[src/rtl/logic_unit_pipe.sv]
// logic_unit_pipe: registered eight-op bitwise unit with
// optional accumulator feedback and a 2-entry output queue.
module logic_unit_pipe #(
   parameter int WIDTH = 4
) (
   input  logic             clk,
   input  logic             rst_n,
   input  logic             in_valid,
   output logic             in_ready,
   input  logic [WIDTH-1:0] i0,
   input  logic [WIDTH-1:0] i1,
   input  logic [2:0]       op,
   input  logic             acc_en,
   input  logic             acc_clr,
   output logic             out_valid,
   input  logic             out_ready,
   output logic [WIDTH-1:0] o,
   output logic             o_zero,
   output logic             o_par,
   output logic [WIDTH-1:0] acc
);

   logic [1:0]       count;
   logic [WIDTH-1:0] q0;
   logic [WIDTH-1:0] q1;
   logic [WIDTH-1:0] acc_q;
   logic [WIDTH-1:0] op_a;
   logic [WIDTH-1:0] res;
   logic             push;
   logic             pop;

   assign in_ready  = (count != 2'd2);
   assign out_valid = (count != 2'd0);
   assign push      = in_valid & in_ready;
   assign pop       = out_valid & out_ready;

   // q0 may hold stale data once drained, so gate on out_valid
   assign o      = out_valid ? q0 : '0;
   assign o_zero = (o == '0);
   assign o_par  = ^o;
   assign acc    = acc_q;

   // operand A select and bitwise op decode
   always_comb begin
      op_a = i0;
      if (acc_en)
         op_a = acc_clr ? '0 : acc_q;
      res = '0;
      unique case (op)
         3'b000: res = ~op_a;
         3'b001: res = op_a & i1;
         3'b010: res = op_a | i1;
         3'b011: res = op_a ^ i1;
         3'b100: res = ~(op_a & i1);
         3'b101: res = ~(op_a | i1);
         3'b110: res = ~(op_a ^ i1);
         3'b111: res = op_a;
      endcase
   end

   // two-entry FIFO; q0 is always the head
   always_ff @(posedge clk or negedge rst_n) begin
      if (!rst_n) begin
         count <= 2'd0;
         q0    <= '0;
         q1    <= '0;
      end else begin
         case ({push, pop})
            2'b10: begin
               if (count == 2'd0)
                  q0 <= res;
               else
                  q1 <= res;
               count <= count + 2'd1;
            end
            2'b01: begin
               q0    <= q1;
               count <= count - 2'd1;
            end
            // push+pop only possible at count=1
            2'b11: q0 <= res;
            default: ;
         endcase
      end
   end

   // accumulator follows every accepted result, else clears on request
   always_ff @(posedge clk or negedge rst_n) begin
      if (!rst_n)
         acc_q <= '0;
      else if (push)
         acc_q <= res;
      else if (acc_clr)
         acc_q <= '0;
   end

endmodule

[config.mk]
export PLATFORM = sky130hd
export DESIGN_NAME = logic_unit_pipe
export DESIGN_NICKNAME = d
export VERILOG_FILES = /design/src/rtl/logic_unit_pipe.sv
export SDC_FILE = /design/constraint.sdc
export NUM_CORES = 1
export LEC_CHECK = 0
export ABC_AREA = 1
export BUFFER_PORTS_ARGS = -buffer_cell sky130_fd_sc_hd__buf_2
export CAP_MARGIN = 10
export CORE_MARGIN = 10
export CORE_UTILIZATION = 54
export DETAILED_ROUTE_END_ITERATION = 7
export PLACE_DENSITY = 0.81
export SYNTH_ARGS = -nofsm -noshare
export SYNTH_HDL_FRONTEND = slang
export SYNTH_SLANG_ARGS = --single-unit
[constraint.sdc]
create_clock -name clk -period 2 [get_ports clk]
set_clock_uncertainty 0.1 [all_clocks]
set_input_delay 0.1 -clock clk [delete_from_list [all_inputs] [get_ports clk]]
set_output_delay 0.1 -clock clk [all_outputs]
set_load 0.005 [all_outputs]
==> run_results.csv <==
group,metric,value,unit
clock_network,cts_tree,"yes",
grt,grt_pass1_wl,5580,um
yosys,synth_nets,223,
timing,fmax,546,MHz
floorplan,fp.dieArea,0.00488,mm2
yosys,synth.avg_cell_area,6.92,um2
clock_network,postCtsSetupBuffers,0,
critical_path,cp.required,2060,ps
yosys,ys_seq_area_frac,0.261,
grt,grt-ovfl-total,0,
timing,fin_crit,1830,ps
grt,grt_max_degree,15,
timing,rsz0062_at_grt,"no",
floorplan,ioPinCount,29,
pwr,p_int,0.000881,W
critical_path,cpPeakStageDelay,450,ps
pwr,power_frac_seq,0.316,
grt,antenna_found_initial,0,
timing,finalSetupTns,0,ps
detailed_routing,wl_per_cell,11.8,um
clock_network,htree_levels,1,
detailed_routing,viasPerCell,5.23,
grt,grt_usage,0.130,
clock_network,root_buffer,"clkbuf_4",
yosys,syn_area,0.00134,mm2
worst_hold_path,hold_path_class,"in -> reg",
clock_network,path_clk_slew,80,ps
yosys,synthXorXnorAreaFrac,0.0196,
pwr,clkPwrFrac,0.128,
clock_network,cts_max_path_buffers,2,
placed_design,dp_hpwl,2510,um
clock_network,clock_latency,270,ps
cells_and_area,fin_area,0.00154,mm2
floorplan,die_h,69.9,um
yosys,synthSimpleGateAreaFrac,0.421,
yosys,yosys-mux-area-fraction,0,
timing,setup_viol,0,
pwr,net-switching-power,0.000660,W
clock_network,cts_buffers,3,
floorplan,die_w,69.9,um
detailed_routing,vias,1334,
pwr,ir_drop,0.00106,V
cells_and_area,final_cell_mix,"59 x nand2_1, 28 x buf_2, 26 x inv_1",
critical_path,cp_max_fo,6,
yosys,yosys_warnings,0,
floorplan,rows,18,
outcome,status,"finished, final reports clean",
critical_path,critical_path_arrival,1890,ps
yosys,synth_top_family_by_area,"simple AND/OR/NAND/NOR gates",
placed_design,port_buffers,28,
grt,grt_pass1_vias,1295,
cells_and_area,antenna_cells,0,
yosys,synth_compound_area_frac,0.0755,
detailed_routing,dr.pass1.iters,4,
pwr,leakage,0.893,nW
floorplan,start_util,0.552,
critical_path,slowest_stage,"dfrtp_1",
cells_and_area,synthToLayoutAreaGrowth,15.0,%
timing,slew_viol_final,0,
detailed_routing,drc_errors,0,
timing,max_slew.worst_pin.slew,304,ps
yosys,synth_seq_cells,14,
clock_network,clkSinkCount,14,
flow_run,drv_cap,0,
yosys,synth_cell_types,27,
timing,hold_viol,0,
timing,relSlewSlack,0.798,
floorplan,coreArea,0.00243,mm2
critical_path,r2r_slack,170,ps
cells_and_area,fin_nets,255,
critical_path,critPathLaunchType,"register",
critical_path,cp_cell_sequence,"or2_1 -> nand2_2 -> inv_1 -> ha_1 -> a21oi_1 -> o21ai_0 -> xor2_1",
cells_and_area,final_common_cell,"nand2_1",
yosys,synth-adder-area-share,0.112,
timing,fin_crit_sh,0.916,
detailed_routing,ant_nets,0,
yosys,postSynthCellCount,194,
detailed_routing,drt_iter0_drc,83,
placed_design,pre_cts_ws,174,ps
placed_design,gp_congestion,0.834,
pwr,netSwitchingFraction,0.428,
pwr,power_density,998,mW/mm2
timing,setup_ws,168,ps
detailed_routing,wl,3000,um
placed_design,postPlaceCellArea,0.00150,mm2
pwr,pwr-share-comb,0.556,
critical_path,worstSetupEndpointType,"register",
pwr,finalPower,0.00154,W
timing,whs,66.7,ps
critical_path,critical_path_class,"reg -> reg",
cells_and_area,drive_gt1_frac,0.240,
## state kept, by name (all words and copies together), names as in the netlist
name / count
q1: 4
acc: 4
q0: 4
count: 2
## routing by layer
layer  share of wire  up-vias  track usage
li1                -      690            -
met1            0.46      605        0.169
met2            0.47       37        0.201
met3           0.068        2       0.0480
met4          0.0027        0       0.0197
met5               0        -            0
## power by group through the flow
stage / clock, W / combinational, W / sequential [W]
after global routing: 0.000217 / 0.00101 / 0.000504
after detailed placement: 0 / 0.000870 / 0.000492
after global placement: 0 / 0.000860 / 0.000487
final: 0.000197 / 0.000857 / 0.000487
after floorplan: 0 / 0.000592 / 0.000478
after CTS: 0.000206 / 0.000876 / 0.000487
## critical path, delay by kind of cell, from the launching register on
| kind | cells | cell delay, ps |
|---|---|---|
| AOI/OAI and AO/OA | 2 | 220 |
| and+or+nand+nor | 2 | 380 |
| xor gates and xnor gates | 1 | 150 |
| adders and majority gates | 1 | 310 |
| DFF | 1 | 450 |
| buffers and inverters | 1 | 110 |
## kinds of logic (layout without fill, tap and decap cells)
logic type	count (synthesis)	after routing
simple gates	116	116
buf+inv	34	65
compound gates	15	15
flops	14	14
fa+ha+maj	12	12
xor+xnor	3	3
## per-stage QoR
stage | utilization | std cells
after floorplan | - | 194
after global placement | 0.616 | 250
after detailed placement | 0.616 | 250
after CTS | 0.635 | 255
after global routing | 0.635 | 255
final | 0.635 | 255
## cells in the mapped netlist
master | instances | area [um2]
nand3_4 | 1 | 17.5
inv_2 | 4 | 15.0
dfrtp_1 | 14 | 350
nor2_2 | 3 | 18.8
nand2_2 | 2 | 12.5
nand2_1 | 59 | 221
and2_1 | 2 | 12.5
a21oi_1 | 3 | 15.0
nand3_1 | 14 | 70.1
nand4_1 | 12 | 75.1
ha_1 | 12 | 150
xor2_1 | 2 | 17.5
nor2_1 | 13 | 48.8
inv_4 | 1 | 6.26
or2_1 | 1 | 6.26
nand3_2 | 3 | 30.0
xnor2_1 | 1 | 8.76
buf_6 | 2 | 22.5
nand3b_1 | 4 | 30.0
a21oi_4 | 1 | 16.3
nor2_4 | 1 | 11.3
nand2_4 | 1 | 11.3
o21ai_0 | 5 | 25.0
a21oi_2 | 4 | 35.0
buf_4 | 1 | 7.51
inv_1 | 26 | 97.6
o21ai_1 | 2 | 10.0
## repair_timing
item,4_1_cts,5_1_grt
hold buffers,1,0
gates resized for setup,0,0
endpoints found under the hold margin,14,0
## worst paths after layout
check	cells after the start	to	startpoint
max in group asynchronous	2	q0[3]$_DFFE_PN0P_	rst_n
setup / recovery	7	count[1]$_DFFE_PN0P_	count[0]$_DFFE_PN0P_
min in group asynchronous	2	q1[0]$_DFFE_PN0P_	rst_n
hold / removal	4	q0[1]$_DFFE_PN0P_	in_valid
setup reg to reg	7	count[1]$_DFFE_PN0P_	count[0]$_DFFE_PN0P_
hold reg to reg	2	q0[3]$_DFFE_PN0P_	q0[3]$_DFFE_PN0P_
## layout make-up
type                    count  area (um2)
fillers                   223         888
multi-input cells         146         843
flip-flops and latches     14         350
repair buffers             30         158
inverters                  31         119
well taps                  30        37.5
clock buffers               4        36.3
No activity file was read; power rests on OpenSTA's default activity.
